**src/rtl/seq_divider.sv**
```systemverilog
// Sequential restoring divider: one quotient bit per clock, MSB first.
// Optional macro DIV_SIGNED_EN adds an is_signed input for two's-complement operation.
module seq_divider #(
  parameter int unsigned WIDTH = 8
) (
  input  logic             clk,
  input  logic             rst_n,
  input  logic             start,
  input  logic [WIDTH-1:0] dividend,
  input  logic [WIDTH-1:0] divisor,
`ifdef DIV_SIGNED_EN
  input  logic             is_signed,
`endif
  output logic             busy,
  output logic             done,
  output logic [WIDTH-1:0] quotient,
  output logic [WIDTH-1:0] remainder,
  output logic             div_by_zero,
  output logic             ovf
);

  localparam int unsigned CW = $clog2(WIDTH + 1);
  localparam logic [WIDTH-1:0] MIN_NEG = {1'b1, {(WIDTH-1){1'b0}}};

  typedef enum logic [1:0] {
    IDLE = 2'd0,
    RUN  = 2'd1,
    DONE = 2'd2
  } state_e;

  state_e           state_q, state_d;
  logic [CW-1:0]    cnt_q, cnt_d;
  logic [WIDTH:0]   r_q, r_d;
  logic [WIDTH-1:0] q_q, q_d;
  logic [WIDTH-1:0] d_q, d_d;
  logic             qneg_q, qneg_d;
  logic             rneg_q, rneg_d;
  logic             busy_q, busy_d;
  logic             done_q, done_d;
  logic [WIDTH-1:0] quo_q, quo_d;
  logic [WIDTH-1:0] rem_q, rem_d;
  logic             dbz_q, dbz_d;
  logic             ovf_q, ovf_d;

  logic             sgn_c;
  logic             a_neg_c, b_neg_c;
  logic [WIDTH-1:0] a_mag_c, b_mag_c;
  logic [WIDTH:0]   shift_c;
  logic [WIDTH+1:0] sum_c;
  logic             carry_c;
  logic [WIDTH:0]   r_nxt_c;
  logic [WIDTH-1:0] q_nxt_c;

`ifdef DIV_SIGNED_EN
  assign sgn_c = is_signed;
`else
  assign sgn_c = 1'b0;
`endif

  // Operand magnitudes; signs are remembered to fix up the result at the end.
  assign a_neg_c = sgn_c & dividend[WIDTH-1];
  assign b_neg_c = sgn_c & divisor[WIDTH-1];
  assign a_mag_c = a_neg_c ? WIDTH'(~dividend + WIDTH'(1)) : dividend;
  assign b_mag_c = b_neg_c ? WIDTH'(~divisor + WIDTH'(1)) : divisor;

  // Trial subtraction R + ~D + 1; the carry-out means no borrow.
  assign shift_c = {r_q[WIDTH-1:0], q_q[WIDTH-1]};
  assign sum_c   = {1'b0, shift_c} + {1'b0, ~{1'b0, d_q}} + (WIDTH+2)'(1);
  assign carry_c = sum_c[WIDTH+1];
  assign r_nxt_c = carry_c ? sum_c[WIDTH:0] : shift_c;
  assign q_nxt_c = {q_q[WIDTH-2:0], carry_c};

  always_comb begin
    state_d = state_q;
    cnt_d   = cnt_q;
    r_d     = r_q;
    q_d     = q_q;
    d_d     = d_q;
    qneg_d  = qneg_q;
    rneg_d  = rneg_q;
    busy_d  = 1'b0;
    done_d  = 1'b0;
    quo_d   = quo_q;
    rem_d   = rem_q;
    dbz_d   = dbz_q;
    ovf_d   = ovf_q;

    case (state_q)
      IDLE: begin
        if (start) begin
          dbz_d  = 1'b0;
          ovf_d  = sgn_c && (dividend == MIN_NEG) && (divisor == '1);
          cnt_d  = '0;
          r_d    = '0;
          d_d    = b_mag_c;
          qneg_d = a_neg_c ^ b_neg_c;
          rneg_d = a_neg_c;
          busy_d = 1'b1;
          if (divisor == '0) begin
            // Raw dividend is kept so it can be returned as the remainder.
            state_d = DONE;
            q_d     = dividend;
          end else begin
            state_d = RUN;
            q_d     = a_mag_c;
          end
        end
      end

      RUN: begin
        busy_d = 1'b1;
        r_d    = r_nxt_c;
        q_d    = q_nxt_c;
        cnt_d  = cnt_q + CW'(1);
        if (cnt_q == CW'(WIDTH - 1)) begin
          state_d = DONE;
          busy_d  = 1'b0;
          done_d  = 1'b1;
          quo_d   = qneg_q ? WIDTH'(~q_nxt_c + WIDTH'(1)) : q_nxt_c;
          rem_d   = rneg_q ? WIDTH'(~r_nxt_c[WIDTH-1:0] + WIDTH'(1))
                           : r_nxt_c[WIDTH-1:0];
        end
      end

      DONE: begin
        state_d = IDLE;
        // Entering DONE straight from IDLE means divide-by-zero: publish now.
        if (!done_q) begin
          done_d = 1'b1;
          quo_d  = '1;
          rem_d  = q_q;
          dbz_d  = 1'b1;
        end
      end

      default: state_d = IDLE;
    endcase
  end

  always_ff @(posedge clk or negedge rst_n) begin
    if (!rst_n) begin
      state_q <= IDLE;
      cnt_q   <= '0;
      r_q     <= '0;
      q_q     <= '0;
      d_q     <= '0;
      qneg_q  <= 1'b0;
      rneg_q  <= 1'b0;
      busy_q  <= 1'b0;
      done_q  <= 1'b0;
      quo_q   <= '0;
      rem_q   <= '0;
      dbz_q   <= 1'b0;
      ovf_q   <= 1'b0;
    end else begin
      state_q <= state_d;
      cnt_q   <= cnt_d;
      r_q     <= r_d;
      q_q     <= q_d;
      d_q     <= d_d;
      qneg_q  <= qneg_d;
      rneg_q  <= rneg_d;
      busy_q  <= busy_d;
      done_q  <= done_d;
      quo_q   <= quo_d;
      rem_q   <= rem_d;
      dbz_q   <= dbz_d;
      ovf_q   <= ovf_d;
    end
  end

  assign busy        = busy_q;
  assign done        = done_q;
  assign quotient    = quo_q;
  assign remainder   = rem_q;
  assign div_by_zero = dbz_q;
  assign ovf         = ovf_q;

endmodule

```
**config.mk**
```make
export PLATFORM = sky130hd
export DESIGN_NAME = seq_divider
export DESIGN_NICKNAME = d
export VERILOG_FILES = /design/src/rtl/seq_divider.sv
export SDC_FILE = /design/constraint.sdc
export NUM_CORES = 1
export LEC_CHECK = 0
export ABC_CLOCK_PERIOD_IN_PS = 3500
export CAP_MARGIN = 20
export CORE_MARGIN = 1
export CORE_UTILIZATION = 32
export CTS_CLUSTER_DIAMETER = 80
export DETAILED_ROUTE_END_ITERATION = 6
export HOLD_SLACK_MARGIN = 0.12
export PLACE_DENSITY = 0.62
export SLEW_MARGIN = 40
export SYNTH_ARGS = -nofsm -noshare
export SYNTH_HDL_FRONTEND = slang
export SYNTH_SLANG_ARGS = --single-unit
```
**constraint.sdc**
```tcl
create_clock -name clk -period 3.5 [get_ports clk]
set_clock_uncertainty 0.2 [all_clocks]
set_input_delay 0.875 -clock clk [delete_from_list [all_inputs] [get_ports clk]]
set_output_delay 0.875 -clock clk [all_outputs]
set_load 0.02 [all_outputs]
```
==> out/results.ini, run 1 <==
[clock_tree]
path_clk_slew_ps = 100
insertion_delay_ps = 320
cts.sinks = 49
cts_post_setup_buffers_inserted = 0
numCtsBuffers = 5
cts-resized-gates = 0
cts_buffer_depth = 2
cts_root_buf = clkbuf_8
cts_tree = yes
cts-hold-fix-buffers = 0
cts_htree_levels = 2

[yosys]
ys_seq_elements = 49
yosysTopAreaCellShare_pct = 44.5
syn_nets = 307
avgSynthCellArea_um2 = 10.0
synth.yosys.seq_area_share_pct = 44.5
netlist_instances = 275
synthFlopType = dfrtp_1
synth-async-reset-ratio_pct = 100
yosys_warnings = 0
synth_edf_count = 0
synthTopCellsByArea = dfrtp_1 45%, ha_1 5.4%, mux2i_1 5.1%
netlist_area_mm2 = 0.00276
yosys.area.top_type = dfrtp_1
yosys.cell_types.count = 50

[global_route]
grt_max_degree = 35
grt_overflow = 0
grt_pass1_wl_um = 10300
grt_pass1_vias = 2050
track_usage_pct = 15.3
antenna_found_initial = 0

[flow_run]
cap_violations = 0

[route]
drt_wl_total_um = 6300
drt_iter0_markers = 87
top_layer_used = met4
dr_wl_met3_um = 261
num_vias = 2103
dr_wl_met2_um = 2800
postRouteAntennaNets = 0
drc = 0
wl_met1_um = 3090
firstDrtPassIters = 4
wl_per_cell_um = 15.2
viasPerCell = 5.08

[die]
dieArea_mm2 = 0.00899
die_w_um = 94.8
rows = 33
io-pin-count = 39
start_util_pct = 33.4
core_mm2 = 0.00826
die_h_um = 94.8

[power]
power_mw = 2.87
leakage_nw = 1.44
max-vdd-ir-drop_uv = 260
power_density_mw_per_mm2 = 868

[placed_design]
dpl.hpwl_um = 4560
gp_congestion = 0.800
io_buffer_count = 37
placed_area_mm2 = 0.00321

[setup_path]
r2r_setup_slack_ps = 970
crit_type = reg2reg
crit_chain = ha_1 -> a21oi_4 -> o221ai_2 -> nor2_4 -> mux2_4 -> a221oi_2
crit_cells = 6
cp_max_fo = 13
cp-end-kind = flip-flop
cp.required_ps = 3540
cp_slowest_cell = ha_1
r2r-end = remainder[0]
critical_path.endpoint = remainder[0]
path_buf_inv = 0
critical_path.startpoint = r_q[5]
crit_path_start_kind = flip-flop
crit_family = compound AO/OA/AOI/OAI gates
r2r_cells = 6
max_stage_delay_ps = 460
r2r_start = r_q[5]
worstPathArrival_ps = 2560

[timing]
finalMaxSlewViolations = 0
worst_slew_pin_slew_ps = 507
relSlewSlack_pct = 66.1
hold_viol_final = 0
fin_crit_ps = 2530
fin_setup_tns_ps = 0
grt_setup_unrepaired = false
finalSetupViolations = 0
fin_crit_sh_pct = 72.2
max_freq_mhz = 396

[cells_and_area]
nets = 340
syn_to_final_growth_pct = 20.0
n_antenna_cell = 0
final_common_cell = dfrtp_1
final_cell_mix = 49 x dfrtp_1, 36 x clkdlybuf4s50_1, 33 x nand2_1
drive_above_1_share_pct = 11.7
postLayoutCellArea_mm2 = 0.00331

[run_status]
status = complete, no violations

[hold_path]
min_path_type = in2async

==> cell usage after synthesis (all sizes together), types with 2 or more instances <==
library cell  number
dfrtp             49
nand2             33
o21ai             26
a21oi             19
inv               17
mux2i             14
nor2              14
ha                12
clkbuf            10
mux2               9
o22a               7
a211oi             6
buf                6
a31oi              4
nor2b              4
a221oi             3
and3b              3
nand2b             3
nand3              3
nor3b              3
xor2               3
a22o               2
a32oi              2
nand3b             2
nand4              2
nor4               2
or2                2
==> worst register-to-register path: cells and delay by family, from the launching register on <==
| family | cells | cell delay [ps] |
|---|---|---|
| multiplexers | 1 | 360 |
| flip-flops | 1 | 410 |
| adder cells (fa/ha/maj) | 1 | 460 |
| AO/OA/AOI/OAI | 3 | 640 |
| AND/OR/NAND/NOR | 1 | 370 |
==> worst min path at each step <==
stage,start,to,slack (ps),depth (start not counted)
global route,rst_n,d_q[4],280,1
CTS,rst_n,remainder[4],280,1
floorplan,q_q[7],q_q[7],250,2
global placement,q_q[7],q_q[7],270,2
finish,rst_n,d_q[4],270,1
detailed placement,q_q[7],q_q[7],270,2
==> stage by stage <==
stage	util, %	hold slack (ps)	worst slack [ps]	std cells
after floorplan	-	250	1330	275
after global placement	38.9	273	953	406
after detailed placement	38.9	271	890	406
after CTS	40.0	276	969	414
after global routing	40.0	277	857	414
final	40.0	266	974	414
==> metal layers <==
| metal | GRT usage [%] | vias up |
|---|---|---|
| met5 | 0 | - |
| met4 | 6.31 | 0 |
| met3 | 3.22 | 10 |
| met2 | 23.7 | 40 |
| met1 | 20.7 | 1008 |
| li1 | - | 1045 |
==> power by group <==
group          internal, mW  total, mW  switching [mW]
registers             0.754      0.907           0.153
clock network         0.146      0.360           0.214
logic                 0.667       1.60           0.938
total                  1.57       2.87            1.30
==> state kept, by name, summed over array words and instances (netlist names) <==
signal and cells:
remainder 8, quotient 8, busy 1, div_by_zero 1, done 1, q_q 8
cnt_q 4, d_q 8, r_q 8, state_q 2
==> layout make-up <==
class | count | area [um^2]
Fill cell | 833 | 4950
Multi-Input combinational cell | 193 | 1390
Sequential cell | 49 | 1230
Timing Repair Buffer | 42 | 403
Tap cell | 105 | 131
Clock buffer | 5 | 68.8
Inverter | 17 | 63.8
Clock inverter | 3 | 25.0
==> kinds of logic (layout without fill, tap and decap cells) <==
family / Yosys count / in the layout / share of synthesized area [%]
compound gates: 78 / 78 / 19.8
other cells: 1 / 1 / 0.136
buf+inv: 33 / 67 / 5.22
xor+xnor: 3 / 3 / 0.954
fa+ha+maj: 13 / 13 / 6.18
flops: 49 / 49 / 44.5
mux: 23 / 23 / 8.90
simple gates: 75 / 75 / 14.3
Note: power is estimated with default switching activity, not from simulation.
==> inputs of run 2 (changes only) <==
--- a/config.mk
+++ b/config.mk
@@ -5,7 +5,7 @@
 export SDC_FILE = /design/constraint.sdc
 export NUM_CORES = 1
 export LEC_CHECK = 0
-export ABC_CLOCK_PERIOD_IN_PS = 3500
+export ABC_CLOCK_PERIOD_IN_PS = 2400
 export CAP_MARGIN = 20
 export CORE_MARGIN = 1
 export CORE_UTILIZATION = 32
==> constraint.sdc (replaced) <==
create_clock -name clk -period 2.4 [get_ports clk]
set_clock_uncertainty 0.2 [all_clocks]
set_input_delay 0.6 -clock clk [delete_from_list [all_inputs] [get_ports clk]]
set_output_delay 0.6 -clock clk [all_outputs]
set_load 0.02 [all_outputs]
==> out/results.ini, run 2 (synthesis gave the netlist of run 1 again) <==
[run_status]
status = complete, no violations

[power]
pwr-share-seq_pct = 28.8  ; -2.8 points
p_clk_share_pct = 11.9  ; -0.6 points
combPwrFrac_pct = 59.3  ; +3.4 points
power_density_mw_per_mm2 = 1320  ; +52%
p_sw_mw = 2.04  ; +57%
intPower_mw = 2.53  ; +61%
swShare_pct = 44.7  ; -0.72 points
max-vdd-ir-drop_uv = 555  ; +110%
leakage_nw = 1.50  ; +4.5%

[route]
postRouteAntennaNets = 0  ; unchanged
wl_met1_um = 3130  ; +1.3%
firstDrtPassIters = 4  ; unchanged
wl_per_cell_um = 15.7  ; +2.9%
drt_wl_total_um = 6690  ; +6.1%
top_layer_used = met4
num_vias = 2184  ; +3.9%
drc = 0  ; unchanged
dr_wl_met2_um = 3180  ; +14%
viasPerCell = 5.11  ; +0.69%
drt_iter0_markers = 135  ; +55%
dr_wl_met3_um = 201  ; -23%

[clock_tree]
cts_buffer_depth = 2  ; unchanged
insertion_delay_ps = 310  ; about the same
path_clk_slew_ps = 110  ; about the same
cts_htree_levels = 2  ; unchanged
numCtsBuffers = 5  ; unchanged
cts_tree = yes
cts_root_buf = clkbuf_8
cts.sinks = 49  ; unchanged
cts-hold-fix-buffers = 0  ; unchanged

[cells_and_area]
syn_to_final_growth_pct = 25.8
num-fill-cells = 794  ; -4.7%
final_common_cell = dfrtp_1
final_cell_mix = 49 x dfrtp_1, 36 x clkdlybuf4s50_1, 33 x nand2_1
drive_above_1_share_pct = 18.9  ; +7.3 points
n_antenna_cell = 0  ; unchanged
nets = 353  ; +3.8%

[die]
die_h_um = 94.8  ; unchanged
die_w_um = 94.8  ; unchanged
core_mm2 = 0.00826  ; unchanged
dieArea_mm2 = 0.00899  ; unchanged
rows = 33  ; unchanged
start_util_pct = 33.4  ; unchanged
io-pin-count = 39  ; unchanged

[timing]
relSlewSlack_pct = 57.3  ; -8.8 points
layout_setup_ws_ps = 100  ; -874 ps
fin_crit_ps = 2300  ; -226 ps
hold_ws_ps = 181  ; -84.5 ps
grt_setup_unrepaired = false
finalSetupViolations = 0  ; unchanged
hold_viol_final = 0  ; unchanged
fin_setup_tns_ps = 0  ; unchanged
worst_slew_pin_slew_ps = 641  ; +133 ps
finalMaxSlewViolations = 0  ; unchanged
fin_crit_sh_pct = 95.8  ; +24 points
max_freq_mhz = 435  ; +9.8%

[global_route]
antenna_found_initial = 0  ; unchanged
grt_overflow = 0  ; unchanged
grt_pass1_wl_um = 11000  ; +6.3%
grt_pass1_vias = 2188  ; +6.7%
grt_max_degree = 50  ; +43%
track_usage_pct = 16.2  ; +0.86 points

[placed_design]
io_buffer_count = 37  ; unchanged
gp_congestion = 0.830  ; +3.8%
place_ws_ps = 19.2  ; -871 ps
dpl.hpwl_um = 4860  ; +6.5%

[hold_path]
min_path_type = in2async

[setup_path]
cp.required_ps = 2420  ; -1120 ps
cp-end-kind = flip-flop
r2r_cells = 10  ; +4
worstPathArrival_ps = 2320  ; -240 ps
crit_type = reg2reg
crit_path_start_kind = flip-flop
cp_max_fo = 3  ; -10

[flow_run]
cap_violations = 0  ; unchanged

[run 2: worst paths after layout]
kind | start | end | slack [ps]
worst max register to register | q_q[7] | remainder[6] | 100
max in group asynchronous | rst_n | remainder[7] | 1380
min in group clk | quotient[3] | quotient[3] | 300
worst max-delay path | q_q[7] | remainder[6] | 100
worst min register to register | quotient[3] | quotient[3] | 300
worst min-delay path | rst_n | d_q[1] | 180
[run 2: metal layers]
| layer | up-vias | GRT usage [%] |
|---|---|---|
| met1 | 1063 | 21.5 |
| li1 | 1066 | - |
| met5 | - | 0 |
| met2 | 45 | 25.8 |
| met3 | 10 | 3.06 |
| met4 | 0 | 6.69 |
[run 2: critical path, cell delays in order, from the launching register on]
cell       delay, ps
dfrtp_1          360
inv_1             60
ha_2             180
inv_2             60
fa_2             220
a211oi_2          70
buf_4            150
or4b_4           510
o2111ai_2         90
mux2i_1          100
a211oi_1         210
[run 2: cell type report]
cell class	instances	area, um^2	share of cell area (%)
clock buffers	5	68.8	1.98
clock inverters	3	28.8	0.830
inverters	17	63.8	1.84
multi-input cells	193	1440	41.4
flip-flops and latches	49	1230	35.4
well taps	105	131	3.79
repair buffers	55	513	14.8
[run 2: power groups by stage]
stage	registers, mW	clock network [mW]	logic (mW)
final	1.32	0.543	2.71
after global routing	1.37	0.602	2.99
after detailed placement	1.33	0	2.57
after global placement	1.32	0	2.52
after CTS	1.32	0.559	2.58
after floorplan	1.34	0	1.76
[run 2: through the flow]
stage                     instance area [um^2]  total power [mW]  util [%]  instances
final                                     3470              4.57      42.0        427
after global routing                      3470              4.96      42.0        427
after CTS                                 3410              4.46      41.2        425
after detailed placement                  3310              3.90      40.1        417
after global placement                    3310              3.84      40.1        417
after floorplan                           2760              3.09         -        275
[run 2: timing repair]
action,4_1_cts,5_1_grt
hold endpoints to repair,0,0
endpoints found under the setup margin,0,12
resized for setup,0,13
setup buffers,0,2
==> inputs of run 3 (changes only) <==
--- a/config.mk
+++ b/config.mk
@@ -5,13 +5,13 @@
 export SDC_FILE = /design/constraint.sdc
 export NUM_CORES = 1
 export LEC_CHECK = 0
-export ABC_CLOCK_PERIOD_IN_PS = 2400
+export ABC_CLOCK_PERIOD_IN_PS = 2500
 export CAP_MARGIN = 20
 export CORE_MARGIN = 1
 export CORE_UTILIZATION = 32
-export CTS_CLUSTER_DIAMETER = 80
 export DETAILED_ROUTE_END_ITERATION = 6
 export HOLD_SLACK_MARGIN = 0.12
+export MAX_ROUTING_LAYER = met4
 export PLACE_DENSITY = 0.62
 export SLEW_MARGIN = 40
 export SYNTH_ARGS = -nofsm -noshare
==> constraint.sdc (replaced) <==
create_clock -name clk -period 2.5 [get_ports clk]
set_clock_uncertainty 0.2 [all_clocks]
set_input_delay 0.625 -clock clk [delete_from_list [all_inputs] [get_ports clk]]
set_output_delay 0.625 -clock clk [all_outputs]
set_load 0.02 [all_outputs]
==> out/results.ini, run 3 (synthesis gave the netlist of run 1 again) <==
[run_status]
status = complete, no violations

[timing]
max_freq_mhz = 416  ; -4.3%
finalMaxSlewViolations = 0  ; unchanged
worst_slew_pin_slew_ps = 635  ; -5.27 ps
grt_setup_unrepaired = false
finalSetupViolations = 0  ; unchanged
fin_crit_ps = 2400  ; +104 ps
hold_ws_ps = 121  ; -60.7 ps
layout_setup_ws_ps = 96.4  ; -3.69 ps
fin_setup_tns_ps = 0  ; unchanged
relSlewSlack_pct = 57.6  ; +0.35 points
fin_crit_sh_pct = 96.1  ; +0.31 points
hold_viol_final = 0  ; unchanged

[setup_path]
r2r-end = remainder[0]
cp_slowest_cell = a2111oi_4
cp-end-kind = flip-flop
crit_chain = ha_2 -> nand4_4 -> a2111oi_4 -> nor2_4 -> mux2_4 -> a221oi_2
cp.required_ps = 2520  ; +100 ps
max_stage_delay_ps = 450  ; -60 ps
r2r_setup_slack_ps = 100  ; about the same
cp_max_fo = 10  ; +7
critical_path.startpoint = r_q[5]
r2r_cells = 6  ; -4
crit_family = compound AO/OA/AOI/OAI gates
crit_type = reg2reg
r2r_start = r_q[5]
crit_path_start_kind = flip-flop
path_buf_inv = 0  ; -3
worstPathArrival_ps = 2430  ; +110 ps

[placed_design]
placed_area_mm2 = 0.00329  ; -0.53%
dpl.hpwl_um = 4850  ; -0.26%
io_buffer_count = 37  ; unchanged
place_ws_ps = 22.4  ; +3.15 ps
place_inst = 413  ; -0.96%
gp_congestion = 0.848  ; +2.1%

[clock_tree]
insertion_delay_ps = 310  ; about the same
cts_buffer_depth = 2  ; unchanged
cts_root_buf = clkbuf_8
cts.sinks = 49  ; unchanged
cts-hold-fix-buffers = 0  ; unchanged
numCtsBuffers = 5  ; unchanged
cts_tree = yes
cts_htree_levels = 2  ; unchanged
path_clk_slew_ps = 100  ; about the same

[hold_path]
min_path_type = in2async

[global_route]
grt_pass1_vias = 2190  ; +0.091%
antenna_found_initial = 0  ; unchanged
grt_max_degree = 27  ; -46%
grt_pass1_wl_um = 11100  ; +1.2%
grt_overflow = 0  ; unchanged
track_usage_pct = 16.8  ; +0.61 points

[die]
dieArea_mm2 = 0.00899  ; unchanged
die_w_um = 94.8  ; unchanged
start_util_pct = 33.4  ; unchanged
die_h_um = 94.8  ; unchanged
io-pin-count = 39  ; unchanged
core_mm2 = 0.00826  ; unchanged
rows = 33  ; unchanged

[cells_and_area]
multi_input_area_mm2 = 0.00145  ; +1.3%
layout.area.seq_mm2 = 0.00123  ; unchanged
num-fill-cells = 783  ; -1.4%
syn_to_final_growth_pct = 26.7
fin_util_pct = 42.3  ; +0.27 points
stdcell_count = 424  ; -0.70%
drive_above_1_share_pct = 16.6  ; -2.3 points
final_cell_mix = 49 x dfrtp_1, 36 x clkdlybuf4s50_1, 33 x nand2_1
postLayoutCellArea_mm2 = 0.00349  ; +0.65%
final_common_cell = dfrtp_1
nets = 350  ; -0.85%
n_antenna_cell = 0  ; unchanged

[power]
power_mw = 4.48  ; -2.1%
power_density_mw_per_mm2 = 1280  ; -2.8%
leakage_nw = 1.50  ; about the same
max-vdd-ir-drop_uv = 416  ; -25%

[route]
drt_iter0_markers = 176  ; +30%
num_vias = 2205  ; +0.96%
firstDrtPassIters = 4  ; unchanged
drc = 0  ; unchanged
viasPerCell = 5.20  ; +1.7%
wl_per_cell_um = 15.9  ; +1.4%
postRouteAntennaNets = 0  ; unchanged
drt_wl_total_um = 6740  ; +0.66%

[flow_run]
cap_violations = 0  ; unchanged

==> run 3: changes by cell type in the layout (fill, tap and decap cells not counted), sizes merged <==
| cell | before | now |
|---|---|---|
| buf | 19 | 16 |
| inv | 20 | 17 |
| bufinv | 0 | 1 |
| clkbuf | 5 | 6 |
| clkinv | 0 | 1 |
==> run 3: timing repair <==
| item | CTS | global route |
|---|---|---|
| buffers inserted | 0 | 3 |
| endpoints found under the setup margin | 0 | 12 |
| gates resized for setup | 0 | 11 |
==> run 3: worst max-delay path by stage <==
| stage | end | slack [ps] | cells past startpoint |
|---|---|---|---|
| 5_1_grt | remainder[0] | 0.9 | 6 |
| 3_5_place_dp | remainder[0] | 20 | 6 |
| 3_3_place_gp | remainder[0] | 80 | 6 |
| 6_report | remainder[0] | 100 | 6 |
| 4_1_cts | remainder[0] | 10 | 6 |
| 2_1_floorplan | remainder[2] | 330 | 8 |
==> run 3: power by group <==
group          switching (mW)  total, mW  leakage [nW]  internal (mW)
clock                   0.285      0.586        0.0554          0.301
combinational            1.43       2.62         0.848           1.18
sequential              0.220       1.28         0.597           1.06
total                    1.94       4.48          1.50           2.54
==> run 3: layout make-up <==
type                       count  area share, %
sequential                    49           35.1
clock inverter                 2           1.11
clock buffer                   6           2.08
timing repair buffer          52           14.4
tap                          105           3.76
multi-input combinational    193           41.7
inverter                      17           1.83
==> run 3: worst reg2reg max path, stage by stage, from the launching register on <==
cell	delay, ps
dfrtp_1	420
ha_2	410
nand4_4	120
a2111oi_4	450
nor2_4	160
mux2_4	340
a221oi_2	230
==> run 3: metal layers <==
layer	vias to the layer above	GRT usage (%)	wire, um
li1	1060	-	-
met1	1061	21.4	3020
met5	-	-	0
met4	0	7.83	213
met2	71	25.5	3140
met3	13	3.30	360
